**src/rtl/serial_pkg.sv**
```systemverilog
// Shared types and constants for the serial bit feeder and its bench.
package serial_pkg;

    typedef enum logic {
        S_IDLE  = 1'b0,
        S_SHIFT = 1'b1
    } state_t;

    localparam int DEFAULT_WIDTH = 8;
    localparam logic IDLE_LEVEL = 1'b0;

endpackage

```
**src/rtl/serial_bit_feeder.sv**
```systemverilog
// Parallel-to-serial feeder: accepts words over valid/ready and emits one bit per clock,
// with a one-word holding register so consecutive frames run with no idle gap.
module serial_bit_feeder
    import serial_pkg::*;
#(
    parameter int WIDTH     = DEFAULT_WIDTH,
    parameter bit MSB_FIRST = 1'b1,
    parameter bit IDLE_BIT  = 1'b0
) (
    input  logic             clock,
    input  logic             reset,
    input  logic [WIDTH-1:0] data_in,
    input  logic             data_valid,
    output logic             data_ready,
    output logic             x_out,
    output logic             bit_valid,
    output logic             frame_start,
    output logic             frame_done,
    output logic             busy
);

    localparam int CW = $clog2(WIDTH);
    localparam logic [CW-1:0] LAST = CW'(WIDTH - 1);

    state_t           state;
    logic [CW-1:0]    cnt;
    logic [WIDTH-1:0] sreg;
    logic [WIDTH-1:0] hold;
    logic             hold_full;
    logic             accept;

    assign accept = data_valid && !hold_full;

    // On the last bit, a held word takes priority; otherwise a word accepted that edge bypasses hold.
    always_ff @(posedge clock) begin
        if (!reset) begin
            state     <= S_IDLE;
            cnt       <= '0;
            sreg      <= '0;
            hold      <= '0;
            hold_full <= 1'b0;
        end else begin
            case (state)
                S_IDLE: begin
                    if (accept) begin
                        sreg  <= data_in;
                        cnt   <= '0;
                        state <= S_SHIFT;
                    end
                end
                S_SHIFT: begin
                    if (cnt != LAST) begin
                        if (MSB_FIRST)
                            sreg <= {sreg[WIDTH-2:0], 1'b0};
                        else
                            sreg <= {1'b0, sreg[WIDTH-1:1]};
                        cnt <= cnt + 1'b1;
                        if (accept) begin
                            hold      <= data_in;
                            hold_full <= 1'b1;
                        end
                    end else if (hold_full) begin
                        sreg      <= hold;
                        hold_full <= 1'b0;
                        cnt       <= '0;
                    end else if (accept) begin
                        sreg <= data_in;
                        cnt  <= '0;
                    end else begin
                        state <= S_IDLE;
                    end
                end
                default: state <= S_IDLE;
            endcase
        end
    end

    assign data_ready  = !hold_full;
    assign bit_valid   = (state == S_SHIFT);
    assign x_out       = bit_valid ? (MSB_FIRST ? sreg[WIDTH-1] : sreg[0]) : IDLE_BIT;
    assign frame_start = bit_valid && (cnt == '0);
    assign frame_done  = bit_valid && (cnt == LAST);
    assign busy        = bit_valid || hold_full;

endmodule

```
**config.mk**
```make
export PLATFORM = sky130hd
export DESIGN_NAME = serial_bit_feeder
export DESIGN_NICKNAME = d
export VERILOG_FILES = /design/src/rtl/serial_pkg.sv /design/src/rtl/serial_bit_feeder.sv
export SDC_FILE = /design/constraint.sdc
export NUM_CORES = 1
export LEC_CHECK = 0
export CAP_MARGIN = 20
export CORE_ASPECT_RATIO = 0.75
export CORE_MARGIN = 2
export CORE_UTILIZATION = 46
export CTS_CLUSTER_DIAMETER = 150
export DETAILED_ROUTE_END_ITERATION = 8
export GPL_TIMING_DRIVEN = 1
export PLACE_DENSITY = 0.71
export SLEW_MARGIN = 10
export SYNTH_ARGS = -nofsm -noshare
export SYNTH_HDL_FRONTEND = slang
export SYNTH_SLANG_ARGS = --single-unit
```
**constraint.sdc**
```tcl
create_clock -name clock -period 1.5 [get_ports clock]
set_input_delay 0.225 -clock clock [delete_from_list [all_inputs] [get_ports clock]]
set_output_delay 0.225 -clock clock [all_outputs]
set_load 0.03 [all_outputs]
```
---- Word-level counts from Yosys, hierarchy flattened ----
Index checks and enable logic that the tools add are counted.
word-level totals
  register bits ........................... 21
  latch bits .............................. 0
  bits in writable memories ............... 0
  bits in read-only memories .............. 0
  input port bits ......................... 11
  output and inout port bits .............. 6
  memories ................................ 0
operators by class
  add/sub/neg operators ................... 1
  $mul .................................... 0
  div/mod/pow operators ................... 0
  order comparisons ....................... 0
  equality and inequality tests ........... 3
  shift operators ......................... 0
  multiplexer cells ....................... 15
  bitwise logic cells ..................... 1
  reduce and logical (&&, ||, !) cells .... 8
operators with widths
  cell                 count
  $mux 8               3
  $pmux 8 s2           1
  $mux 3               3
  $mux 1               6
  $pmux 3 s2           1
  $add 3x1->3 const B  1
  $eq 3x3->1 const B   1
  $logic_and 1x1->1    3
  $logic_not 3->1      1
  $ne 3x3->1 const B   1
  $reduce_and 3->1     1
  $ne 2x2->1 const B   1
  $pmux 1 s2           1
  $reduce_and 2->1     1
  $logic_not 1->1      1
  $logic_or 1x1->1     1
  $not 1->1            1

---- Logic depth before layout (Yosys ltp) ----
  depth in word-level cells ............... 6
  mapped depth ............................ 7
  gate-level depth less buffers ........... 5

---- Least setup slack after synthesis ----
Ideal clock, no wire load.
  path type ............................... register -> output
  from .................................... register cnt[0]
  to ...................................... output frame_done
  data arrival time ....................... 1.375 ns
  slack ................................... -0.100 ns
  cell stages (with the launch flop) ...... 6
  cell sequence ........................... dfxtp_1 > ha_1 > ha_1 > buf_6 > clkbuf_1 > and2_1
between the ends
  word-level cells in the longest chain between the ends .. 2
ends and longest elaborated chain
  item                      line                     text
  start: declaration        serial_bit_feeder.sv:26  logic [CW-1:0] cnt;
  start signal: assignment  serial_bit_feeder.sv:57  cnt <= cnt + 1'b1;
  $eq 3x3->1                serial_bit_feeder.sv:82  assign frame_done = bit_valid && (cnt == LAST);
  $logic_and 1x1->1         serial_bit_feeder.sv:82
  end: declaration          serial_bit_feeder.sv:18  output logic frame_done,
Every way passes these cells.

---- Worst setup path in the final report ----
  from .................................... register cnt[1]
  to ...................................... output frame_done
Same word-level chain as after synthesis.

==> results.cfg <==
[run_status]
status = finished with violations
failed_checks = DRC

[timing]
drv_slew = 0
tightest_slew_ns = 0.3211
max_freq_mhz = 677.4
rsz0062_at_grt = yes
slew-limit-headroom_pct = 78.54
fin_hold_ws_ns = 0.5300
min_period_ns = 1.476
min_period_over_period_pct = 98.42
finalHoldViolCount = 0
fin_skew_ns = 0.001181
setup_viol = 0

[floorplanning]
dieArea_sq_um = 2658
start_util_pct = 50.24
dieWidth_um = 58.87
boundaryPins = 17
design.core.area_sq_um = 2067
fp-row-count = 14
die_h_um = 45.15

[clock_tree]
clk_pin_slew_worst_paths_ns = 0.11
ctsLongestPathBuffers = 2
clockRootBuffer = clkbuf_4
hold_buffers = 0
cts_tree = done
cts.sinks = 21
htreeDepth = 1
cts_buffers = 3
worstSkewPairLatency_ns = 0.30

[power]
seq_power_share_pct = 53.5
pwr-share-clk_pct = 22.8
vdd_drop_max_uv = 621.3
comb_power_share_pct = 23.7
switching_share_pct = 27.28
p_switching_mw = 0.3142
cellLeakagePower_nw = 0.5801
powerDensity_nw_per_um2 = 806.0
internal_power_mw = 0.8375

[grt]
grt_pass1_wl_um = 4043
grt_start_max_net_pins = 12
grt_pass1_vias = 887
grt_overflow = 0
track_usage_pct = 20.99
antenna_found_initial = 0

[critical_path]
cpLargestDelayFamily = flip-flops
path_class = register to primary output
r2r-start = cnt[1]
endpoint_kind = primary output
startpoint = cnt[1]
required_ns = 1.27
crit_top_cell = ha_4
slowest_stage = dfxtp_2
cp_data_arrival_time_ns = 1.25
crit_path_start_kind = register
max_stage_delay_ns = 0.36
worstPathMaxFanout = 4
cp_cell_sequence = ha_4 -> ha_4 -> and2_4 -> buf_6
path_buf_inv = 1

[placed_design]
dp_cells = 156
portBuffers = 16
place_congestion = 0.8401
dp_hpwl_um = 1751

[logic_synthesis]
ys_ff_latch = 21
syn_area_per_cell_sq_um = 9.527
yosysWarnings = 0
netlist_area_sq_um = 1038
netlist_instances = 109
synth-seq-area-share_pct = 40.48
ys_types = 21
synth_nets = 124

[finish]
ff_latch_area_sq_um = 426.7
fin_nets = 156
multi_input_area_sq_um = 630.6
n_fill_cell = 166
diodes = 0
finalNonFillerCells = 164
drive_above_1_share_pct = 29.29
syn2layout_area_growth_pct = 37.59

[min_path]
hp-start = hold[6]
hold_path_class = register to register

[drt]
routed_wl_um = 2422
vias = 878
drt_iter0_drc = 27
drc = 1
avgRoutedWirePerCell_um = 14.77
ant_nets = 0
vias_per_cell = 5.354
firstDrtPassIters = 6

[run]
maxCapViolCount = 0
registers in the layout, summed over array words and instances (netlist names):
register,flops
bit_valid,1
cnt,3
hold,8
hold_full,1
sreg,8
layout make-up:
cell class | instances | share of cell area [%]
multi-input combinational | 78 | 44.13
sequential | 21 | 29.86
timing repair buffer | 33 | 20.84
tap | 24 | 2.102
clock buffer | 4 | 1.839
inverter | 4 | 1.226
synth_stat cells:
master,number,area [sq um]
nor2_1,1,3.750
nor2b_1,19,118.9
inv_1,4,15.01
and4bb_1,1,12.51
a21boi_0,3,22.52
dfxtp_1,21,420.4
ha_1,4,50.05
nand2b_1,1,6.260
o21ai_0,3,15.01
o211ai_1,2,15.01
o21ai_2,1,8.760
o22ai_1,8,50.05
nand2_1,7,26.28
buf_4,1,7.510
buf_6,2,22.52
and2_1,3,18.77
a31oi_1,7,43.79
mux2i_1,16,160.2
nand3_1,1,5.000
a21oi_1,1,5.000
clkbuf_1,3,11.26
metal layers:
metal	global-route usage, %	up-vias	share of wire (%)
met4	5.455	0	0.74
met1	28.45	407	49
met5	0	-	0
li1	-	447	-
met3	5.158	2	5.5
met2	33.78	22	45
power by group through the flow:
stage	Combinational [mW]	Sequential, mW	Clock [mW]
after floorplan	0.138	0.625	0
after global placement	0.238	0.623	0
after detailed placement	0.242	0.624	0
after CTS	0.249	0.612	0.277
after global routing	0.298	0.620	0.294
final	0.273	0.616	0.263
repair_timing:
item | in CTS | in global routing
setup endpoints to repair | 5 | 19
resized for setup | 10 | 16
buffers inserted | 4 | 0
pin swaps | 1 | 2
final timing paths:
path	to	slack [ns]	cells past startpoint
hold / removal	hold[6]	0.53	2
hold reg to reg	hold[6]	0.53	2
setup / recovery	frame_done	0.02	4
setup reg to reg	hold[0]	0.03	6
cell families after synthesis:
kind of cell	Yosys count	synth area share, %
buffers and inverters	10	5.421
AND/OR/NAND/NOR	33	18.43
adder cells (fa/ha/maj)	4	4.819
AO/OA/AOI/OAI	25	15.42
flip-flops	21	40.48
multiplexers	16	15.42
stage by stage:
stage | setup WS [ns] | TNS, ns | power [mW] | area, sq um | utilization [%]
after floorplan | 0.006634 | 0 | 0.7627 | 1067 | -
after global placement | 0.04950 | 0 | 0.8604 | 1303 | 63.01
after detailed placement | 0.004267 | 0 | 0.8663 | 1303 | 63.01
after CTS | -0.04136 | -0.04582 | 1.139 | 1373 | 66.40
after global routing | -0.04462 | -0.1909 | 1.211 | 1429 | 69.13
final | 0.02370 | 0 | 1.152 | 1429 | 69.13
layout by cell type (no fill, tap or decap), types with 3 or more instances in the layout:
cell type	n
a21boi_0	3
a31oi_1	7
buf_4	15
buf_6	6
clkbuf_4	3
clkdlybuf4s50_1	10
dfxtp_1	16
dfxtp_2	5
ha_4	3
mux2i_1	16
nand2_1	6
nor2b_1	18
o21ai_0	3
o22ai_1	7
tightest hold or removal path, stage by stage (launching register included):
cell     delay (ns)
dfxtp_1        0.32
mux2i_1        0.12
nor2b_1        0.05
Note: power is estimated with default switching activity, not from simulation.
